==> config.mk <==
export PLATFORM = sky130hd
export DESIGN_NAME = hazard_ctrl_md
export DESIGN_NICKNAME = d
export VERILOG_FILES = /design/src/rtl/hazard_ctrl_md.sv
export SDC_FILE = /design/constraint.sdc
export NUM_CORES = 1
export LEC_CHECK = 0
export BUFFER_PORTS_ARGS = -buffer_cell sky130_fd_sc_hd__buf_2
export CORE_ASPECT_RATIO = 0.8
export CORE_UTILIZATION = 48
export DETAILED_ROUTE_END_ITERATION = 12
export GPL_TIMING_DRIVEN = 0
export PLACE_DENSITY = 0.85
export SETUP_SLACK_MARGIN = 0.02
export SYNTH_ARGS = -nofsm -noshare
export SYNTH_HDL_FRONTEND = slang
export SYNTH_SLANG_ARGS = --single-unit
export TNS_END_PERCENT = 20
==> constraint.sdc <==
create_clock -name clk -period 4.1 [get_ports clk]
set_clock_uncertainty 0.05 [all_clocks]
set_input_delay 0.205 -clock clk [delete_from_list [all_inputs] [get_ports clk]]
set_output_delay 0.205 -clock clk [all_outputs]
set_load 0.02 [all_outputs]
==> src/rtl/hazard_ctrl_md.sv <==
// Hazard controller for the 5-stage MIPS pipeline: Tuse/Tnew stall detection,
// D/E/M forwarding selects and a busy tracker for the multi-cycle mult/div unit.
module hazard_ctrl_md #(
    parameter int ADDR_W   = 5,
    parameter int MULT_LAT = 5,
    parameter int DIV_LAT  = 10,
    parameter int CNT_W    = 4
) (
    input  logic              clk,
    input  logic              reset,
    input  logic [ADDR_W-1:0] D_rs,
    input  logic [ADDR_W-1:0] D_rt,
    input  logic [1:0]        D_tuse_rs,
    input  logic [1:0]        D_tuse_rt,
    input  logic              D_md,
    input  logic [ADDR_W-1:0] E_rs,
    input  logic [ADDR_W-1:0] E_rt,
    input  logic [ADDR_W-1:0] E_wa,
    input  logic              E_we,
    input  logic [1:0]        E_tnew,
    input  logic              E_md_start,
    input  logic              E_md_div,
    input  logic [ADDR_W-1:0] M_rt,
    input  logic [ADDR_W-1:0] M_wa,
    input  logic              M_we,
    input  logic [1:0]        M_tnew,
    input  logic [ADDR_W-1:0] W_wa,
    input  logic              W_we,
    output logic              F_en,
    output logic              D_en,
    output logic              E_clr,
    output logic [1:0]        D_fwd_rs,
    output logic [1:0]        D_fwd_rt,
    output logic [1:0]        E_fwd_rs,
    output logic [1:0]        E_fwd_rt,
    output logic              M_fwd_rt,
    output logic              md_busy
);

    localparam logic [CNT_W-1:0] CNT_ZERO  = {CNT_W{1'b0}};
    localparam logic [CNT_W-1:0] CNT_ONE   = CNT_W'(1);
    localparam logic [CNT_W-1:0] MULT_LOAD = CNT_W'(MULT_LAT);
    localparam logic [CNT_W-1:0] DIV_LOAD  = CNT_W'(DIV_LAT);

    localparam logic [1:0] SEL_RF = 2'd0;
    localparam logic [1:0] SEL_E  = 2'd1;
    localparam logic [1:0] SEL_M  = 2'd2;
    localparam logic [1:0] SEL_W  = 2'd3;

    // A producer of Tnew 3 never writes in time to matter, so it is not a source.
    function automatic logic src_hit(input logic              we,
                                     input logic [ADDR_W-1:0] wa,
                                     input logic [1:0]        tnew,
                                     input logic [ADDR_W-1:0] src);
        return we && (wa == src) && (src != {ADDR_W{1'b0}}) && (tnew != 2'd3);
    endfunction

    function automatic logic need_stall(input logic       hit,
                                        input logic [1:0] tuse,
                                        input logic [1:0] tnew);
        return hit && (tuse != 2'd3) && (tuse < tnew);
    endfunction

    // The youngest matching producer owns the value; if it is not ready yet, fall back to RF.
    function automatic logic [1:0] d_select(input logic       hit_e,
                                            input logic [1:0] tnew_e,
                                            input logic       hit_m,
                                            input logic [1:0] tnew_m,
                                            input logic       hit_w);
        logic [1:0] sel;
        if (hit_e) begin
            sel = (tnew_e == 2'd0) ? SEL_E : SEL_RF;
        end else if (hit_m) begin
            sel = (tnew_m == 2'd0) ? SEL_M : SEL_RF;
        end else if (hit_w) begin
            sel = SEL_W;
        end else begin
            sel = SEL_RF;
        end
        return sel;
    endfunction

    function automatic logic [1:0] e_select(input logic       hit_m,
                                            input logic [1:0] tnew_m,
                                            input logic       hit_w);
        logic [1:0] sel;
        if (hit_m) begin
            sel = (tnew_m == 2'd0) ? SEL_M : SEL_RF;
        end else if (hit_w) begin
            sel = SEL_W;
        end else begin
            sel = SEL_RF;
        end
        return sel;
    endfunction

    logic             hit_e_drs_s, hit_m_drs_s, hit_w_drs_s;
    logic             hit_e_drt_s, hit_m_drt_s, hit_w_drt_s;
    logic             hit_m_ers_s, hit_w_ers_s;
    logic             hit_m_ert_s, hit_w_ert_s;
    logic             hit_w_mrt_s;
    logic             stall_rs_s, stall_rt_s, stall_md_s, stall_s;
    logic [CNT_W-1:0] md_cnt_nxt_s;
    logic [CNT_W-1:0] md_cnt_r;
    logic             md_busy_r;

    assign hit_e_drs_s = src_hit(E_we, E_wa, E_tnew, D_rs);
    assign hit_m_drs_s = src_hit(M_we, M_wa, M_tnew, D_rs);
    assign hit_w_drs_s = src_hit(W_we, W_wa, 2'd0,   D_rs);
    assign hit_e_drt_s = src_hit(E_we, E_wa, E_tnew, D_rt);
    assign hit_m_drt_s = src_hit(M_we, M_wa, M_tnew, D_rt);
    assign hit_w_drt_s = src_hit(W_we, W_wa, 2'd0,   D_rt);
    assign hit_m_ers_s = src_hit(M_we, M_wa, M_tnew, E_rs);
    assign hit_w_ers_s = src_hit(W_we, W_wa, 2'd0,   E_rs);
    assign hit_m_ert_s = src_hit(M_we, M_wa, M_tnew, E_rt);
    assign hit_w_ert_s = src_hit(W_we, W_wa, 2'd0,   E_rt);
    assign hit_w_mrt_s = src_hit(W_we, W_wa, 2'd0,   M_rt);

    // Stall decision: data not ready for a D source, or MD result still pending.
    always_comb begin
        stall_rs_s = need_stall(hit_e_drs_s, D_tuse_rs, E_tnew)
                   | need_stall(hit_m_drs_s, D_tuse_rs, M_tnew);
        stall_rt_s = need_stall(hit_e_drt_s, D_tuse_rt, E_tnew)
                   | need_stall(hit_m_drt_s, D_tuse_rt, M_tnew);
        stall_md_s = D_md & (E_md_start | md_busy_r);
        stall_s    = stall_rs_s | stall_rt_s | stall_md_s;
    end

    // Forwarding selects and pipeline enables, all zero-latency.
    always_comb begin
        F_en     = ~stall_s;
        D_en     = ~stall_s;
        E_clr    = stall_s;
        D_fwd_rs = d_select(hit_e_drs_s, E_tnew, hit_m_drs_s, M_tnew, hit_w_drs_s);
        D_fwd_rt = d_select(hit_e_drt_s, E_tnew, hit_m_drt_s, M_tnew, hit_w_drt_s);
        E_fwd_rs = e_select(hit_m_ers_s, M_tnew, hit_w_ers_s);
        E_fwd_rt = e_select(hit_m_ert_s, M_tnew, hit_w_ert_s);
        M_fwd_rt = hit_w_mrt_s;
    end

    // Busy counter next state; a start while already busy is ignored.
    always_comb begin
        md_cnt_nxt_s = md_cnt_r;
        if (md_cnt_r != CNT_ZERO) begin
            md_cnt_nxt_s = md_cnt_r - CNT_ONE;
        end else if (E_md_start) begin
            md_cnt_nxt_s = E_md_div ? DIV_LOAD : MULT_LOAD;
        end else begin
            md_cnt_nxt_s = CNT_ZERO;
        end
    end

    // Counter and busy flag registers, cleared asynchronously.
    always_ff @(posedge clk or negedge reset) begin
        if (!reset) begin
            md_cnt_r  <= CNT_ZERO;
            md_busy_r <= 1'b0;
        end else begin
            md_cnt_r  <= md_cnt_nxt_s;
            md_busy_r <= (md_cnt_nxt_s != CNT_ZERO);
        end
    end

    assign md_busy = md_busy_r;

endmodule

==> results of run 1 <==
## per-layer routing
layer | global-route usage, % | wire [um] | up-vias | part of all wire [%]
met4 | 7.143 | 17 | 0 | 0.52
li1 | - | - | 685 | -
met5 | 0 | 0 | - | 0
met1 | 31.65 | 1400 | 609 | 43
met2 | 46.44 | 1655 | 45 | 51
met3 | 1.653 | 190 | 4 | 5.8
## stage by stage
stage / power, mW / instance area [um2] / util (%)
after floorplan: 0.2279 / 1231 / -
after global placement: 0.3001 / 1592 / 65.16
after detailed placement: 0.3086 / 1592 / 65.16
after CTS: 0.3672 / 1628 / 66.65
after global routing: 0.3948 / 1628 / 66.65
final: 0.3629 / 1628 / 66.65
## final cells by class
| class | count | share of cell area, % |
|---|---|---|
| Timing Repair Buffer | 64 | 19.98 |
| Multi-Input combinational cell | 137 | 65.18 |
| Inverter | 5 | 1.153 |
| Clock buffer | 4 | 1.614 |
| Sequential cell | 5 | 7.686 |
| Tap cell | 36 | 2.767 |
| Buffer | 6 | 1.614 |
## power by group through the flow
stage          clock [mW]  combinational [mW]  sequential (mW)
4_1_cts            0.0577               0.217           0.0923
5_1_grt            0.0588               0.240           0.0956
2_1_floorplan           0               0.137           0.0912
3_3_place_gp            0               0.209           0.0911
3_5_place_dp            0               0.216           0.0930
6_report           0.0552               0.216           0.0917
## worst register-to-register path: cells and delay by family (launching register included)
| kind | cells | cell delay, ns |
|---|---|---|
| flops | 1 | 0.39 |
| compound gates | 1 | 0.14 |
| fa+ha+maj | 1 | 0.20 |
| simple gates | 3 | 0.93 |
| buf+inv | 1 | 0.07 |
## state kept, by name, indices dropped and copies added (netlist names)
signal and flops:
md_busy 1, md_cnt_r 4
## worst paths after layout
kind | startpoint | end | slack, ns | cells past startpoint
max | D_rs[1] | F_en | 1.83 | 8
min | E_md_div | md_cnt_r[1] | 0.22 | 3
max reg2reg | md_cnt_r[0] | md_busy | 2.19 | 6
min reg2reg | md_cnt_r[3] | md_cnt_r[3] | 0.48 | 1
max in group asynchronous | reset | md_cnt_r[2] | 3.61 | 2
min in group asynchronous | reset | md_cnt_r[1] | 0.26 | 2
## cells in the mapped netlist (2+ instances only)
library cell  count  area [um2]
a21o_1            2       15.01
a21oi_1           3       15.01
and3b_1           2       17.52
clkbuf_1          5       18.77
dfrtp_1           5       125.1
ha_1              5       62.56
inv_1             5       18.77
mux2_2            2       22.52
mux2i_1           2       20.02
nand2_1           4       15.01
nand2b_1          2       12.51
nand4_1          10       62.56
nor2_1            6       22.52
nor2b_1           7       43.79
nor3_1            2       10.01
nor4_1           10       62.56
nor4_2            2       25.02
o21ai_0           4       20.02
o22ai_1           2       12.51
o31ai_1           2       15.01
or4_1             4       30.03
xnor2_1          35       306.5
xor2_1           19       166.4
## kinds of logic after synthesis
| group | count (synthesis) |
|---|---|
| AOI/OAI and AO/OA | 20 |
| xor gates and xnor gates | 54 |
| adders and majority gates | 5 |
| buffers and inverters | 11 |
| DFF | 5 |
| muxes | 4 |
| and+or+nand+nor | 54 |
==> flow_summary_export.csv, run 1 <==
group,metric,value,unit
placement,gp_congestion,0.9021,
routing,drt_iter0_markers,51,
timing,max_freq,441.1,MHz
routing,viasPerCell,5.226,
final_layout,multiInputGateArea,1061,um2
final_layout,drive_gt1_share,33.94,%
floorplan,core,2442,um2
final_layout,antenna_cells,0,
final_layout,layout_common_cells,"63 x buf_2, 35 x xnor2_1, 19 x xor2_1",
timing,fin_hold_ws,0.2234,ns
routing,drc,0,
timing,setup_ws,1.833,ns
logic_synthesis,synth_ff_type,"dfrtp_1",
logic_synthesis,synth_nets,214,
final_layout,finalNetCount,283,
logic_synthesis,synth_warnings,0,
clock_network,post_cts_resized,0,
floorplan,rows,16,
timing,grt_setup_unrepaired,"no",
pwr,pwr-share-clk,15.2,%
final_layout,seq_area,125.1,um2
clock_network,cts_tree,"done",
logic_synthesis,synth_top_family_by_area,"XOR/XNOR gates",
routing,vias,1343,
final_layout,fillCellCount,231,
placement,dp_hpwl,2788,um
clock_network,cts-hold-fix-buffers,1,
logic_synthesis,synth_xor_area_share,38.41,%
logic_synthesis,synth.area.mux_share,3.455,%
floorplan,die_w,58.63,um
floorplan,start_util,50.41,%
routing,wl_per_cell,12.70,um
setup_path,slowest_delay,0.55,ns
final_layout,area_growth,32.22,%
logic_synthesis,synth-simple-area-share,27.74,%
timing,finalHoldViolCount,0,
setup_path,path_cells,"buf_2 -> or4_4 -> nor2_4 -> nor4_2 -> a22o_1 -> a2111oi_2 -> buf_4 -> buf_2",
setup_path,cp-end-kind,"primary output",
logic_synthesis,yosysSeqAreaShare,10.16,%
clock_network,cts_setup_buffers,0,
flow_run,cap_violations,0,
clock_network,clock_latency,0.24,ns
grt,grt_pass1_vias,1214,
timing,fin_crit,2.267,ns
clock_network,htree_levels,1,
pwr,p_switching,153.8,uW
logic_synthesis,netlist_instances,153,
clock_network,numCtsBuffers,3,
pwr,switching_share,42.38,%
run_status,status,"finished clean",
setup_path,crit_path_frequent_cell,"buf_2",
timing,relSlewSlack,65.17,%
setup_path,cp-start-kind,"input port",
routing,drtPass1Iterations,4,
pwr,irDropWorstVdd,0.09367,mV
setup_path,cp_top_family,"simple AND/OR/NAND/NOR gates",
setup_path,crit_path_top_delay_cell,"or4_4",
routing,routed_wl,3263,um
logic_synthesis,synth_seq_cells,5,
timing,finalSetupViolations,0,
pwr,p_leak,0.7294,nW
min_path,min_path_type,"in2reg",
logic_synthesis,synth_compound_area_share,11.48,%
placement,io_buffers,63,
grt,grt_max_degree,7,
logic_synthesis,yosysUniqueCellTypes,36,
logic_synthesis,async_flop_share,100.0,%
grt,grt_overflow,0,
grt,antenna_found_initial,0,
setup_path,crit_buf_inv,3,
final_layout,fin_cells,257,
timing,drv_slew,0,
setup_path,required,3.85,ns
setup_path,cp.arrival,2.01,ns
grt,grt_usage,24.87,%
logic_synthesis,syn_area,1231,um2
pwr,power_frac_seq,25.3,%
placement,dp_cells,252,
pwr,p_int,209.1,uW
logic_synthesis,synth_fa_ha_area_share,5.081,%
pwr,power_frac_comb,59.5,%
setup_path,path_class,"in2out",
floorplan,die-area,2773,um2
setup_path,crit_fanout,4,
placement,dp_slack,1.829,ns
logic_synthesis,synth-edff-count,0,
clock_network,clock_sinks,5,
clock_network,ctsRootBufferMaster,"clkbuf_4",
timing,fin_crit_sh,55.29,%
clock_network,path_clk_slew,0.04,ns
timing,fin_setup_tns,0,ns
logic_synthesis,avgSynthCellArea,8.047,um2
timing,worst_pin_slew,0.5176,ns
clock_network,cts_buffer_depth,2,
grt,grt_pass1_wl,5126,um
final_layout,final_common_cell,"buf_2",
routing,ant_nets,0,
pwr,power-per-cell-area,222.9,nW/um2
floorplan,die_h,47.30,um
floorplan,ios,69,
No activity file was read; power rests on OpenSTA's default activity.
==> run 2: changes to the inputs <==
--- a/config.mk
+++ b/config.mk
@@ -7,10 +7,10 @@
 export LEC_CHECK = 0
 export BUFFER_PORTS_ARGS = -buffer_cell sky130_fd_sc_hd__buf_2
 export CORE_ASPECT_RATIO = 0.8
-export CORE_UTILIZATION = 48
+export CORE_UTILIZATION = 45
 export DETAILED_ROUTE_END_ITERATION = 12
 export GPL_TIMING_DRIVEN = 0
-export PLACE_DENSITY = 0.85
+export PLACE_DENSITY = 0.8
 export SETUP_SLACK_MARGIN = 0.02
 export SYNTH_ARGS = -nofsm -noshare
 export SYNTH_HDL_FRONTEND = slang
==> constraint.sdc (replaced) <==
create_clock -name clk -period 2.1 [get_ports clk]
set_clock_uncertainty 0.05 [all_clocks]
set_input_delay 0.105 -clock clk [delete_from_list [all_inputs] [get_ports clk]]
set_output_delay 0.105 -clock clk [all_outputs]
set_load 0.02 [all_outputs]
==> flow_summary_export.csv, run 2 (synthesis results as in run 1) <==
group,metric,value,unit
setup_path,required,1.95,ns
timing,setup_ws,0.07704,ns
final_layout,largest_reg_flops,4,
clock_network,cts_buffer_depth,2,
routing,routed_wl,3356,um
timing,finalSetupViolations,0,
final_layout,layout_common_cells,"59 x buf_2, 35 x xnor2_1, 19 x xor2_1",
clock_network,htree_levels,1,
routing,drtPass1Iterations,6,
pwr,power_frac_comb,60.5,%
floorplan,start_util,48.81,%
setup_path,cp.arrival,1.87,ns
clock_network,cts_tree,"done",
clock_network,ctsRootBufferMaster,"clkbuf_4",
routing,drc,0,
final_layout,regMostFlops,"md_cnt_r",
floorplan,die-area,2951,um2
placement,dp_slack,0.05664,ns
timing,finalHoldViolCount,0,
floorplan,core,2522,um2
placement,dpl_cell_area,1604,um2
grt,grt_pass1_vias,1219,
final_layout,drive_gt1_share,34.98,%
clock_network,path_clk_slew,0.04,ns
routing,viasPerCell,5.174,
setup_path,ff2ff_path_depth,7,
timing,fin_crit_sh,96.33,%
routing,vias,1340,
placement,dp_hpwl,2862,um
timing,max_freq,494.3,MHz
pwr,power-per-cell-area,435.1,nW/um2
pwr,p_leak,0.7500,nW
grt,antenna_found_initial,0,
pwr,pwr-share-clk,14.3,%
clock_network,clock_sinks,5,
setup_path,crit_fanout,3,
floorplan,rows,16,
clock_network,clock_latency,0.23,ns
pwr,p_switching,317.9,uW
timing,fin_hold_ws,0.1597,ns
flow_run,cap_violations,0,
routing,wl_per_cell,12.96,um
routing,ant_nets,0,
routing,drt_iter0_markers,25,
final_layout,postLayoutCellArea,1700,um2
timing,relSlewSlack,64.98,%
timing,fin_crit,2.023,ns
run_status,status,"finished clean",
pwr,irDropWorstVdd,0.4669,mV
timing,fin_setup_tns,0,ns
timing,drv_slew,0,
final_layout,antenna_cells,0,
setup_path,path_class,"in2out",
clock_network,numCtsBuffers,3,
pwr,p_int,421.9,uW
final_layout,final_common_cell,"buf_2",
timing,grt_setup_unrepaired,"yes",
floorplan,die_h,48.79,um
min_path,min_path_type,"in2async",
final_layout,finalNetCount,285,
grt,grt_overflow,0,
grt,grt_usage,23.00,%
floorplan,die_w,60.48,um
setup_path,cp-end-kind,"primary output",
timing,worst_pin_slew,0.5205,ns
floorplan,ios,69,
pwr,fin_total_pwr,739.8,uW
setup_path,cp-start-kind,"input port",
pwr,power_frac_seq,25.2,%
pwr,switching_share,42.97,%
grt,grt_pass1_wl,5395,um
grt,grt_max_degree,7,
placement,io_buffers,63,
placement,gp_congestion,0.8939,
final_layout,area_growth,38.11,%
run 2: worst max-delay path, cell delays in order:
cell	delay (ns)
buf_8	0.10
or4_4	0.53
nor2_4	0.19
nor4_4	0.07
a22o_1	0.28
a2111oi_4	0.32
buf_4	0.17
buf_6	0.10
run 2: layer usage:
layer / wire [um] / vias to the layer above / global-route usage (%)
met5: 0 / - / 0
met4: 0 / 0 / 1.136
met3: 125 / 0 / 0.7958
met2: 1531 / 43 / 36.45
met1: 1699 / 603 / 35.95
li1: - / 694 / -
run 2: through the flow:
| stage | cells | utilization [%] |
|---|---|---|
| floorplan | 153 | - |
| global placement | 252 | 63.59 |
| detailed placement | 252 | 63.59 |
| CTS | 257 | 65.03 |
| global route | 259 | 67.41 |
| finish | 259 | 67.41 |
run 2: repair_timing:
action	CTS	global route
gates resized for setup	0	12
buffers inserted	0	2
hold buffers	1	0
endpoints found under the setup margin	0	2
endpoints found under the hold margin	5	0
run 2: final cells by class:
type,count,area (um2)
fillers,232,822.0
inverters,5,18.77
multi-input cells,137,1094
well taps,36,45.04
plain buffers,6,26.28
repair buffers,66,365.4
flip-flops and latches,5,125.1
clock buffers,4,26.28
run 2: path summary, 6_finish.rpt:
path,start,end,slack [ns]
worst max-delay path,D_rs[4],F_en,0.08
worst min-delay path,reset,md_cnt_r[1],0.16
worst max register to register,md_cnt_r[0],md_busy,0.23
worst min register to register,md_cnt_r[2],md_cnt_r[3],0.50
max in group asynchronous,reset,md_cnt_r[2],1.71
min in group clk,E_md_div,md_cnt_r[1],0.16
run 2: power by group through the flow:
| stage | Clock (mW) | Combinational, mW | Sequential (mW) |
|---|---|---|---|
| global route | 0.118 | 0.496 | 0.191 |
| detailed placement | 0 | 0.424 | 0.185 |
| finish | 0.106 | 0.447 | 0.187 |
| floorplan | 0 | 0.270 | 0.178 |
| CTS | 0.109 | 0.429 | 0.183 |
| global placement | 0 | 0.416 | 0.181 |
==> run 3: changes to the inputs <==
--- a/config.mk
+++ b/config.mk
@@ -7,10 +7,12 @@
 export LEC_CHECK = 0
 export BUFFER_PORTS_ARGS = -buffer_cell sky130_fd_sc_hd__buf_2
 export CORE_ASPECT_RATIO = 0.8
+export CORE_MARGIN = 2
 export CORE_UTILIZATION = 45
 export DETAILED_ROUTE_END_ITERATION = 12
 export GPL_TIMING_DRIVEN = 0
-export PLACE_DENSITY = 0.8
+export PLACE_DENSITY = 0.91
+export REMOVE_ABC_BUFFERS = 1
 export SETUP_SLACK_MARGIN = 0.02
 export SYNTH_ARGS = -nofsm -noshare
 export SYNTH_HDL_FRONTEND = slang
==> flow_summary_export.csv, run 3 (synthesis results as in run 1) <==
group,metric,value,unit
run_status,status,"finished clean",
timing,fin_crit,2.003,ns
clock_network,cts_setup_buffers,0,
pwr,p_leak,0.7392,nW
final_layout,antenna_cells,0,
setup_path,rrSetupSlack,0.22,ns
timing,relSlewSlack,66.79,%
setup_path,reg2reg_from,"md_cnt_r[0]",
grt,grt_usage,23.63,%
setup_path,required,1.95,ns
setup_path,cp.arrival,1.85,ns
final_layout,layout_common_cells,"68 x buf_2, 35 x xnor2_1, 19 x xor2_1",
final_layout,area_growth,32.83,%
final_layout,regMostFlops,"md_cnt_r",
clock_network,ctsRootBufferMaster,"clkbuf_4",
grt,use_met3,2.691,%
grt,use_met1,30.58,%
routing,routed_wl,3593,um
grt,grt_pass1_wl,5968,um
routing,ant_nets,0,
setup_path,cp-start-kind,"input port",
grt,grt_overflow,0,
routing,drc,0,
placement,dp_hpwl,3143,um
placement,dpl_cell_area,1590,um2
timing,worst_pin_slew,0.4935,ns
pwr,power-per-cell-area,447.8,nW/um2
floorplan,rows,16,
floorplan,core,2522,um2
floorplan,ios,69,
timing,fin_crit_sh,95.38,%
flow_run,cap_violations,0,
pwr,fin_total_pwr,732.3,uW
timing,setup_ws,0.09694,ns
clock_network,clock_sinks,5,
final_layout,seq_area,125.1,um2
floorplan,die_w,62.48,um
routing,drtPass1Iterations,4,
clock_network,path_clk_slew,0.05,ns
timing,fin_setup_tns,0,ns
grt,antenna_found_initial,0,
placement,gp_congestion,0.9263,
setup_path,path_class,"in2out",
final_layout,multiInputGateArea,1070,um2
grt,grt_pass1_vias,1381,
routing,wl_per_cell,14.04,um
placement,dp_slack,0.1129,ns
grt,gr-max-usage-layer,"met2",
setup_path,crit_fanout,4,
floorplan,die_h,50.79,um
timing,finalSetupViolations,0,
timing,max_freq,499.2,MHz
floorplan,die-area,3173,um2
setup_path,rr_endpoint,"md_busy",
timing,drv_slew,0,
grt,grtUsageMet2,41.58,%
routing,viasPerCell,5.367,
grt,grt_max_degree,7,
floorplan,start_util,48.81,%
timing,grt_setup_unrepaired,"yes",
clock_network,numCtsBuffers,3,
clock_network,cts_buffer_depth,2,
final_layout,fillCellCount,217,
clock_network,htree_levels,1,
final_layout,postLayoutCellArea,1635,um2
routing,drt_iter0_markers,60,
final_layout,post-route-util,64.83,%
final_layout,final_common_cell,"buf_2",
final_layout,largest_reg_flops,4,
setup_path,ff2ff_path_depth,7,
pwr,irDropWorstVdd,0.1836,mV
routing,vias,1374,
timing,finalHoldViolCount,0,
placement,io_buffers,68,
clock_network,clock_latency,0.25,ns
final_layout,finalNetCount,282,
min_path,min_path_type,"in2async",
setup_path,cp-end-kind,"primary output",
clock_network,cts_tree,"done",
final_layout,drive_gt1_share,36.82,%
-- run 3: changes by cell type in the layout (fill, tap and decap cells not counted) --
cell       delta
buf_2         +9
clkbuf_1      -5
buf_4         -4
nor4_2        +3
buf_6         -2
nor4_4        -2
a2111oi_2     +1
a2111oi_4     -1
buf_8         -1
nor4_1        -1
-- run 3: layout make-up --
cell class	count	share of cell area (%)
tap	36	2.754
clock buffer	4	1.607
timing repair buffer	69	21.42
sequential	5	7.651
inverter	5	1.148
multi-input combinational	137	65.42
-- run 3: worst max-delay path by stage --
stage                 start   end  cells after the start  slack, ns
CTS                 D_rs[1]  F_en                      7       0.11
floorplan           D_rs[1]  D_en                      5     -0.009
global placement    D_rs[1]  F_en                      7       0.12
global route        D_rs[1]  D_en                      7       0.02
detailed placement  D_rs[1]  F_en                      7       0.11
finish              D_rs[1]  D_en                      7        0.1
-- run 3: power breakdown --
part	total, mW	internal [mW]	switching, mW
clock	0.114	0.0720	0.0417
sequential	0.183	0.143	0.0401
combinational	0.435	0.196	0.239
total	0.732	0.411	0.321
-- run 3: per-layer routing --
metal  wire length (um)  vias to the layer above
met3                261                        4
met1               1560                      620
met5                  0                        -
li1                   -                      693
met2               1741                       57
met4                 30                        0
-- run 3: repair_timing --
action,CTS,global route
resized for setup,0,2
setup endpoints to repair,0,5
hold buffers,1,0
hold endpoints to repair,5,0
-- run 3: worst max-delay path: stages --
cell and delay (ns):
buf_2 0.14, or4_4 0.55, nor2_4 0.13, nor4_2 0.08
a22o_1 0.25, a2111oi_2 0.35, buf_2 0.24
-- run 3: through the flow --
stage | cells | hold WS [ns]
6_report | 256 | 0.1468
3_5_place_dp | 251 | -0.1287
4_1_cts | 256 | 0.1529
2_1_floorplan | 147 | -0.2406
3_3_place_gp | 251 | -0.1320
5_1_grt | 256 | 0.1546
